## config.mk

```make
export PLATFORM = sky130hd
export DESIGN_NAME = frame_buffer_responder
export DESIGN_NICKNAME = d
export VERILOG_FILES = /design/src/rtl/fb_bus_pkg.sv /design/src/rtl/fb_read_cache.sv /design/src/rtl/frame_buffer_responder.sv
export SDC_FILE = /design/constraint.sdc
export NUM_CORES = 1
export LEC_CHECK = 0
export ABC_AREA = 1
export CAP_MARGIN = 20
export CORE_MARGIN = 2
export CORE_UTILIZATION = 31
export CTS_BUF_LIST = sky130_fd_sc_hd__clkbuf_8 sky130_fd_sc_hd__clkbuf_16
export DETAILED_ROUTE_END_ITERATION = 8
export SLEW_MARGIN = 25
export SYNTH_ARGS = -nofsm -noshare
export SYNTH_HDL_FRONTEND = slang
export SYNTH_HIERARCHICAL = 1
export SYNTH_SLANG_ARGS = --single-unit
```

## constraint.sdc

```tcl
create_clock -name clk_div_by_two -period 1.4 [get_ports clk_div_by_two]
set_input_delay 0.14 -clock clk_div_by_two [delete_from_list [all_inputs] [get_ports clk_div_by_two]]
set_output_delay 0.14 -clock clk_div_by_two [all_outputs]
set_load 0.03 [all_outputs]
```

## src/rtl/fb_bus_pkg.sv

```systemverilog
// fb_bus_pkg: shared widths, frame size and responder FSM states for the pixel-stage bus
package fb_bus_pkg;
    localparam int FB_ADDR_W = 18;
    localparam int FB_DATA_W = 32;
    localparam int FRAME_WORDS = 76800;
    typedef enum logic [1:0] {ACCEPT, ACCESS, RESPOND} fb_state_t;
endpackage

```

## src/rtl/fb_read_cache.sv

```systemverilog
// fb_read_cache: one-entry read cache with hit compare, fill, timeout clear and flush
module fb_read_cache #(
    parameter int ADDR_W = 18,
    parameter int DATA_W = 32
) (
    input  logic              clk,
    input  logic              reset,
    input  logic [ADDR_W-1:0] lookup_addr,
    input  logic              flush,
    input  logic              update,
    input  logic [ADDR_W-1:0] update_addr,
    input  logic [DATA_W-1:0] update_data,
    input  logic              clear,
    output logic              hit,
    output logic [DATA_W-1:0] data
);
    logic              valid;
    logic [ADDR_W-1:0] addr;

    assign hit = valid && addr == lookup_addr && !flush;

    // a fresh fill beats a coincident flush; an aborted access leaves the entry empty and zeroed
    always_ff @(posedge clk) begin
        if (reset) begin
            valid <= 1'b0;
            addr  <= '0;
            data  <= '0;
        end else if (update) begin
            valid <= 1'b1;
            addr  <= update_addr;
            data  <= update_data;
        end else if (clear) begin
            valid <= 1'b0;
            data  <= '0;
        end else if (flush) begin
            valid <= 1'b0;
        end
    end
endmodule

```

## src/rtl/frame_buffer_responder.sv

```systemverilog
// frame_buffer_responder: serves pixel-stage bus transactions from a one-entry cache or slow external memory
module frame_buffer_responder
    import fb_bus_pkg::*;
#(
    parameter int ADDR_W = FB_ADDR_W,
    parameter int DATA_W = FB_DATA_W,
    parameter int TIMEOUT_CYCLES = 255
) (
    input  logic              clk_div_by_two,
    input  logic              reset,
    input  logic [ADDR_W-1:0] address,
    input  logic              wren,
    input  logic [DATA_W-1:0] data_write,
    output logic [DATA_W-1:0] data_read,
    output logic              pause,
    input  logic              flush,
    output logic              mem_req,
    output logic              mem_we,
    output logic [ADDR_W-1:0] mem_addr,
    output logic [DATA_W-1:0] mem_wdata,
    input  logic              mem_ack,
    input  logic [DATA_W-1:0] mem_rdata,
    output logic              timeout_error
);
    fb_state_t state, state_next;
    logic [7:0] cnt;
    logic       hit, read_hit, start, ack_ok, tmo;

    fb_read_cache #(.ADDR_W(ADDR_W), .DATA_W(DATA_W)) u_cache (
        .clk(clk_div_by_two),
        .reset(reset),
        .lookup_addr(address),
        .flush(flush),
        .update(ack_ok),
        .update_addr(mem_addr),
        .update_data(mem_we ? mem_wdata : mem_rdata),
        .clear(tmo),
        .hit(hit),
        .data(data_read)
    );

    assign mem_req = state == ACCESS;

    // next state and client hold; acks outside ACCESS never qualify
    always_comb begin
        read_hit   = state == ACCEPT && !wren && hit;
        start      = state == ACCEPT && !read_hit;
        ack_ok     = state == ACCESS && mem_ack;
        tmo        = state == ACCESS && !mem_ack && cnt >= 8'(TIMEOUT_CYCLES - 1);
        pause      = state == ACCESS || start;
        state_next = start ? ACCESS : (ack_ok || tmo) ? RESPOND : state == RESPOND ? ACCEPT : state;
    end

    // state register, latched memory request, saturating wait counter and sticky timeout flag
    always_ff @(posedge clk_div_by_two) begin
        if (reset) begin
            state         <= ACCEPT;
            cnt           <= '0;
            mem_we        <= 1'b0;
            mem_addr      <= '0;
            mem_wdata     <= '0;
            timeout_error <= 1'b0;
        end else begin
            state <= state_next;
            if (start) begin
                cnt       <= '0;
                mem_we    <= wren;
                mem_addr  <= address;
                mem_wdata <= data_write;
            end else if (state == ACCESS && cnt != 8'(TIMEOUT_CYCLES)) begin
                cnt <= cnt + 8'd1;
            end
            if (tmo) timeout_error <= 1'b1;
        end
    end
endmodule
```

Word level (Yosys, flattened, before mapping)
Index checks and enable logic that the tools add are counted.

Reductions and logical operators: 21. Magnitude comparators: 1. Mux-type cells: 9. Add/subtract/negate cells: 1. Equality and inequality tests: 4.

Operators by type and width (number): 32-bit two-way mux (3); 18-bit equality test (1); 1-bit logical AND (9); 8-bit by 1-bit adder with 8-bit output (second input constant) (1); 8-bit greater-or-equal comparator (second input constant) (1); 8-bit != test (second input constant) (1); 3-bit nonzero test (2); 1-bit zero test (4); 1-bit two-way mux (4); 2-bit two-way mux (2); 2-bit nonzero test (2); 2-bit by 1-bit equality test with 1-bit output (second input constant) (1); 2-bit equality test (second input constant) (1); 2-bit zero test (1); 1-bit logical OR (2); 2-bit OR reduction (1).

Flip-flop bits (word level): 113. Input port bits: 87. Output and inout port bits: 86.

Logic depth before layout (Yosys ltp)
Gate-level depths: netlist of the first run.

Depth in word-level cells: 7. Gate-level depth with buffers: 14. Gate-level depth less buffers: 14.

Modules after synthesis
Netlist of the first run, hierarchy kept.

By module, submodules not included: frame_buffer_responder (cells each 421, instances 1, area an instance 2765.2 sq um); fb_read_cache (cells each 293, instances 1, area an instance 2128.3 sq um).

Worst setup path before layout of the first run
Ideal clock, no wire load.

Path type: reg2out. Start: register u_cache.addr[0]. End: output port pause. Stages on the path, launching flop included: 13. Data required time: 1.260 ns. Path buffers: 1. Arrival time: 1.408 ns. Setup slack: -0.148 ns. Cell sequence: dfxtp_1 > inv_1 > nand2_1 > o21ai_0 > inv_1 > nand2_1 > nor2_1 > nand2_1 > nor2_1 > nand2_1 > nand3_2 > clkbuf_1 > nand2_1.

Longest elaborated chain between the ends: 7.

RTL lines: from (decl) (line fb_read_cache.sv:18) `logic [ADDR_W-1:0] addr;`; from (signal assigned) (line fb_read_cache.sv:30) `addr <= update_addr;`; 18-bit equality test (line fb_read_cache.sv:20) `assign hit = valid && addr == lookup_addr && !flush;`; 1-bit logical AND (2 in a row) (line fb_read_cache.sv:20); via hit (line frame_buffer_responder.sv:27) `logic hit, read_hit, start, ack_ok, tmo;`; 1-bit logical AND (line frame_buffer_responder.sv:46) `read_hit = state == ACCEPT && !wren && hit;`; 1-bit zero test (line frame_buffer_responder.sv:47) `start = state == ACCEPT && !read_hit;`; 1-bit logical AND (line frame_buffer_responder.sv:47); 1-bit logical OR (line frame_buffer_responder.sv:50) `pause = state == ACCESS || start;`; to (decl) (line frame_buffer_responder.sv:15) `output logic pause,`.

The timed path passes the listed nets, and every way through them passes these cells.

Worst setup path after layout of the first run
Start: register u_cache.addr[8]. End: output port pause.

The elaborated chain is that of the path after synthesis.

==> results of run 1 <==
[cells in the mapped netlist (all sizes together)]
cell type	instances	area, µm²
buf	17	125
o21a	1	7.51
inv	51	196
xnor2	4	35.0
nor3	1	16.3
o21ai	58	290
nand4	2	12.5
or2	1	6.26
o211ai	2	15.0
a211oi	9	67.6
nand3	9	50.1
xor2	3	26.3
ha	2	25.0
a21oi	49	245
dfxtp	113	2260
clkbuf	21	78.8
nand2	241	917
nor2	130	517
[area by class of cell]
| class | instances | area [µm²] |
|---|---|---|
| Fill cell | 1431 | 6320 |
| Multi-Input combinational cell | 513 | 2970 |
| Timing Repair Buffer | 251 | 2640 |
| Sequential cell | 113 | 2270 |
| Clock buffer | 21 | 480 |
| Tap cell | 211 | 264 |
| Inverter | 51 | 233 |
| Clock inverter | 10 | 119 |
| Timing Repair inverter | 1 | 11.3 |
[critical path: stages, from the launching register on]
cell	delay (ns)
dfxtp_1	0.33
inv_1	0.06
nand2_2	0.07
nand4_1	0.14
nor2_4	0.12
nand3_2	0.08
nor2_2	0.10
nand2_2	0.08
nand3_4	0.08
buf_6	0.12
nand2_4	0.04
buf_6	0.13
[layout by cell type, fill, tap and decap left out, types with 34 or more instances in the layout]
| cell type | instances |
|---|---|
| buf_4 | 40 |
| nor2_4 | 34 |
| dlygate4sd2_1 | 48 |
| nand2_2 | 35 |
| nand2_1 | 195 |
| dfxtp_1 | 105 |
| nor2_1 | 76 |
| inv_1 | 43 |
| a21oi_2 | 35 |
| clkdlybuf4s50_1 | 84 |
[power by group through the flow]
stage	logic [mW]	registers [mW]	clock network (mW)
final	2.74	3.69	4.43
after global routing	2.92	3.72	4.62
after CTS	2.44	3.63	4.49
after detailed placement	2.06	3.68	0
after global placement	2.06	3.68	0
after floorplan	0.713	4.04	0
[state kept, by name (all words and copies together), names as in the netlist]
register,count
cnt,8
mem_addr,18
mem_wdata,32
mem_we,1
state,2
timeout_error,1
u_cache/addr,18
u_cache/data,32
u_cache/valid,1
[per-stage QoR]
stage / area (µm²) / hold WS (ns) / setup TNS, ns / power, mW / util
floorplan: 4900 / 0.209 / -0.0282 / 4.75 / -
global placement: 7070 / 0.449 / -40.91 / 5.74 / 0.462
detailed placement: 7070 / 0.451 / -43.07 / 5.74 / 0.462
CTS: 8390 / 0.204 / -32.35 / 10.6 / 0.548
global route: 8990 / 0.112 / -31.11 / 11.3 / 0.587
finish: 8990 / 0.107 / -22.64 / 10.9 / 0.587
[kinds of logic (layout without fill, tap and decap cells)]
family	after synthesis	in the layout	synth area share
AOI/OAI and AO/OA	119	119	0.128
xor gates and xnor gates	7	7	0.0125
adders and majority gates	2	2	0.00511
buffers and inverters	89	334	0.0818
DFF	113	113	0.462
and+or+nand+nor	384	385	0.310
[worst min-delay path by stage]
stage                            end  cells past startpoint        startpoint  slack, ns
floorplan                   state[0]                      1             reset       0.21
global placement    u_cache/data[23]                      2  u_cache/data[23]       0.45
detailed placement  u_cache/data[18]                      2  u_cache/data[18]       0.45
CTS                    u_cache/valid                      3             reset       0.20
global route             mem_addr[0]                      3        address[0]       0.11
finish                   mem_addr[0]                      3        address[0]       0.11
[metal layers]
| layer | up-vias | track usage |
|---|---|---|
| met2 | 143 | 0.347 |
| met5 | - | 0 |
| met3 | 27 | 0.0615 |
| li1 | 2714 | - |
| met4 | 0 | 0.0816 |
| met1 | 2492 | 0.277 |
[what timing repair did]
action	4_1_cts	5_1_grt
setup buffers	18	5
gates resized for setup	214	243
gates cloned	12	3
pin swaps	18	42
endpoints found under the setup margin	187	119
==> impl_metrics.env, run 1 <==
export IMPL_clk_latency_ns=0.42
export IMPL_synth_avg_cell_area_um2=6.85
export IMPL_crit_path_start_kind="flip-flop"
export IMPL_grt_pass1_wl_um=27400
export IMPL_drv_slew=0
export IMPL_grt_pass1_vias=5040
export IMPL_synth_seq_area_share=0.462
export IMPL_top_layer="met4"
export IMPL_antenna_found_initial=0
export IMPL_io_pins=173
export IMPL_grt_max_degree=53
export IMPL_drt_wl_total_um=18800
export IMPL_skew_ns=0.00685
export IMPL_dr_wl_met3_um=970
export IMPL_core_area_um2=15300
export IMPL_postCtsHoldBufs=0
export IMPL_hold_path_class="primary input to flip-flop"
export IMPL_fp_dieH_um=130
export IMPL_p_comb_frac=0.252
export IMPL_power_internal_mw=7.63
export IMPL_h_tree_depth=4
export IMPL_worstPathArrival_ns=1.77
export IMPL_timing_rr_start="u_cache/addr[8]"
export IMPL_dp_hpwl_um=11100
export IMPL_final_cells=1171
export IMPL_ir_worst_vdd_mv=0.963
export IMPL_cap_violations=0
export IMPL_period_share=1.36
export IMPL_clock_sinks=113
export IMPL_core_rowCount=45
export IMPL_p_clk_frac=0.408
export IMPL_dpl_worst_slack_ns=-0.622
export IMPL_drive_above_1_share=0.330
export IMPL_dp_cells=1105
export IMPL_worstReg2RegEnd="mem_wdata[7]"
export IMPL_crit_path_end="pause"
export IMPL_post_route_min_period_ns=1.91
export IMPL_drc=0
export IMPL_worst_slew_pin_slew_ns=0.378
export IMPL_grt_remaining_overflow=0
export IMPL_syn2layout_area_growth_pct=83.8
export IMPL_p_per_area_nw_per_um2=1210
export IMPL_clockRootBuffer="clkbuf_16"
export IMPL_rrSetupSlack_ns=-0.38
export IMPL_routedWlPerCell_um=16.1
export IMPL_die_x_um=130
export IMPL_setup_viol=95
export IMPL_vias=5376
export IMPL_required_ns=1.26
export IMPL_rsz0062_at_grt="true"
export IMPL_switching_power_mw=3.23
export IMPL_clkTransAtPathRegs_ns=0.05
export IMPL_initial_core_util=0.320
export IMPL_finalHoldViolCount=0
export IMPL_die_area_um2=16800
export IMPL_syn_nets=803
export IMPL_seqPwrFrac=0.340
export IMPL_worstSetupEndpointType="primary output"
export IMPL_cp_max_fo=2
export IMPL_synthDistinctLibCells=28
export IMPL_wl_met2_um=9270
export IMPL_crit_type="flip-flop to primary output"
export IMPL_fmax_ghz=0.524
export IMPL_n_antenna_cell=0
export IMPL_grt_usage=0.216
export IMPL_clock_path_buffers=2
export IMPL_avgViaCountPerCell=4.59
export IMPL_crit_start="u_cache/addr[8]"
export IMPL_synth_area_um2=4890
export IMPL_wl_met1_um=8210
export IMPL_ant_nets=0
export IMPL_swShare=0.297
export IMPL_yosys_register_bits=113
export IMPL_synth_cells=714
export IMPL_drt_iter0_drc=226
export IMPL_nets=1037
export IMPL_layout_setup_ws_ns=-0.507
export IMPL_p_leak_nw=3.95
export IMPL_io_buffer_count=172
export IMPL_tritoncts="built"
export IMPL_violations="negative setup slack"
export IMPL_numCtsBuffers=17
export IMPL_ys_warn_count=6
export IMPL_gp_congestion=0.801
export IMPL_status="finished with violations"
export IMPL_firstDrtPassIters=4
export IMPL_max_slew_margin=0.748
export IMPL_reg2reg_depth=14
Note: power is estimated with default switching activity, not from simulation.
==> inputs of run 2 (changes only) <==
Settings changed: CAP_MARGIN 20 to 5.
Clock period 1.4 ns to 1.9 ns, I/O delays scaled along.
==> impl_metrics.env, run 2 (synthesis results as in run 1) <==
export IMPL_ant_nets=0
export IMPL_drt_iter0_drc=248
export IMPL_cp_max_fo=2
export IMPL_whs_ns=0.102
export IMPL_drive_above_1_share=0.0996
export IMPL_clkTransAtPathRegs_ns=0.05
export IMPL_cap_violations=0
export IMPL_seqPwrFrac=0.366
export IMPL_nets=980
export IMPL_io_pins=173
export IMPL_critPathTopFamily="simple AND/OR/NAND/NOR gates"
export IMPL_required_ns=1.71
export IMPL_grt_pass1_wl_um=24100
export IMPL_antenna_found_initial=0
export IMPL_grt_use_met3=0.0537
export IMPL_worstPathArrival_ns=1.69
export IMPL_grt_usage=0.185
export IMPL_vias=4980
export IMPL_period_share=0.990
export IMPL_dpl_cell_area_um2=6850
export IMPL_final_common_cell="nand2_1"
export IMPL_rsz0062_at_grt="true"
export IMPL_status="finished clean"
export IMPL_ir_worst_vdd_mv=0.605
export IMPL_h_tree_depth=4
export IMPL_slowest_stage="dfxtp_2"
export IMPL_crit_path_start_kind="flip-flop"
export IMPL_swShare=0.283
export IMPL_tritoncts="built"
export IMPL_worstSetupEndpointType="primary output"
export IMPL_grt_pass1_vias=4764
export IMPL_p_per_area_nw_per_um2=964
export IMPL_postLayoutCellArea_um2=7580
export IMPL_switching_power_mw=2.07
export IMPL_clock_sinks=113
export IMPL_drt_wl_total_um=15600
export IMPL_routedWlPerCell_um=14.0
export IMPL_n_antenna_cell=0
export IMPL_gp_congestion=0.808
export IMPL_dp_hpwl_um=10500
export IMPL_final_cells=1115
export IMPL_syn2layout_area_growth_pct=55.0
export IMPL_avgViaCountPerCell=4.47
export IMPL_fp_dieH_um=130
export IMPL_initial_core_util=0.320
export IMPL_finalHoldViolCount=0
export IMPL_clock_path_buffers=2
export IMPL_p_leak_nw=3.20
export IMPL_core_area_um2=15300
export IMPL_hold_path_class="primary input to flip-flop"
export IMPL_crit_type="flip-flop to primary output"
export IMPL_dpl_worst_slack_ns=-0.178
export IMPL_numCtsBuffers=17
export IMPL_critical_path_max_stage_delay_ns=0.33
export IMPL_clockRootBuffer="clkbuf_16"
export IMPL_clk_latency_ns=0.41
export IMPL_p_clk_frac=0.430
export IMPL_die_x_um=130
export IMPL_max_slew_margin=0.567
export IMPL_worst_slew_pin_slew_ns=0.650
export IMPL_fmax_ghz=0.531
export IMPL_setup_viol=0
export IMPL_layout_common_cells="235 x nand2_1, 165 x clkdlybuf4s50_1, 122 x nor2_1"
export IMPL_total_power_mw=7.31
export IMPL_io_buffer_count=172
export IMPL_drv_slew=0
export IMPL_core_rowCount=45
export IMPL_skew_ns=0.00697
export IMPL_power_internal_mw=5.24
export IMPL_p_comb_frac=0.204
export IMPL_met1_usage=0.237
export IMPL_path_cells="xnor2_2 -> nand2_1 -> nor2_2 -> nand3_2 -> nor2_4 -> nand2_2 -> nand3_4 -> nand2_4 -> buf_6"
export IMPL_firstDrtPassIters=4
export IMPL_dp_cells=1078
export IMPL_post_route_min_period_ns=1.88
export IMPL_die_area_um2=16800
export IMPL_top_usage_layer="met2"
export IMPL_postCtsHoldBufs=0
export IMPL_grt_remaining_overflow=0
export IMPL_grt_use_met2=0.292
export IMPL_grt_max_degree=53
export IMPL_top_regs="mem_wdata: 32 flops, u_cache/data: 32 flops"
export IMPL_crit_buf_inv=1
export IMPL_drc=0
export IMPL_layout_setup_ws_ns=0.0185
run 2: layout make-up:
cell class	count	area [µm²]
Fill cell	1569	7730
Multi-Input combinational cell	513	2290
Sequential cell	113	2270
Timing Repair Buffer	195	1960
Clock buffer	21	480
Tap cell	211	264
Inverter	51	205
Clock inverter	11	111
run 2: power groups by stage:
stage	logic, mW	registers (mW)	clock network (mW)
5_1_grt	1.62	2.70	3.32
3_5_place_dp	1.45	2.72	0
4_1_cts	1.47	2.68	3.21
3_3_place_gp	1.45	2.72	0
2_1_floorplan	0.522	2.98	0
6_report	1.49	2.68	3.14
run 2: worst register-to-register path, cell delays in order, from the launching register on:
cell and delay, ns:
dfxtp_2 0.33, xnor2_2 0.15, nand2_1 0.09, nor2_2 0.14, nand3_2 0.11, nor2_4 0.12
nand2_2 0.07, nand3_4 0.08, buf_4 0.18, inv_2 0.08, buf_12 0.16, nor2_1 0.11
nor2_1 0.05
run 2: metrics by stage:
stage | utilization | TNS [ns]
after floorplan | - | 0
after global placement | 0.447 | -7.58
after detailed placement | 0.447 | -8.91
after CTS | 0.487 | -0.0415
after global routing | 0.495 | -0.0845
final | 0.495 | 0
run 2: path summary, 6_finish.rpt:
| path | startpoint | endpoint | slack [ns] | cells after the start |
|---|---|---|---|---|
| worst max-delay path | u_cache/addr[6] | pause | 0.02 | 9 |
| worst min register to register | u_cache/data[11] | u_cache/data[11] | 0.46 | 2 |
| worst max register to register | u_cache/addr[6] | mem_wdata[3] | 0.12 | 12 |
| worst min-delay path | address[12] | mem_addr[12] | 0.10 | 3 |
run 2: what timing repair did:
action                     in CTS  in global routing
buffers inserted                1                  3
setup endpoints to repair       2                110
gates cloned                    0                  1
pin swaps                       3                 12
resized for setup               5                 27
run 2: per-layer routing:
layer | vias up | part of all wire
met3 | 21 | 0.058
met4 | 0 | 0.018
met2 | 146 | 0.46
met1 | 2229 | 0.46
li1 | 2584 | -
met5 | - | 0
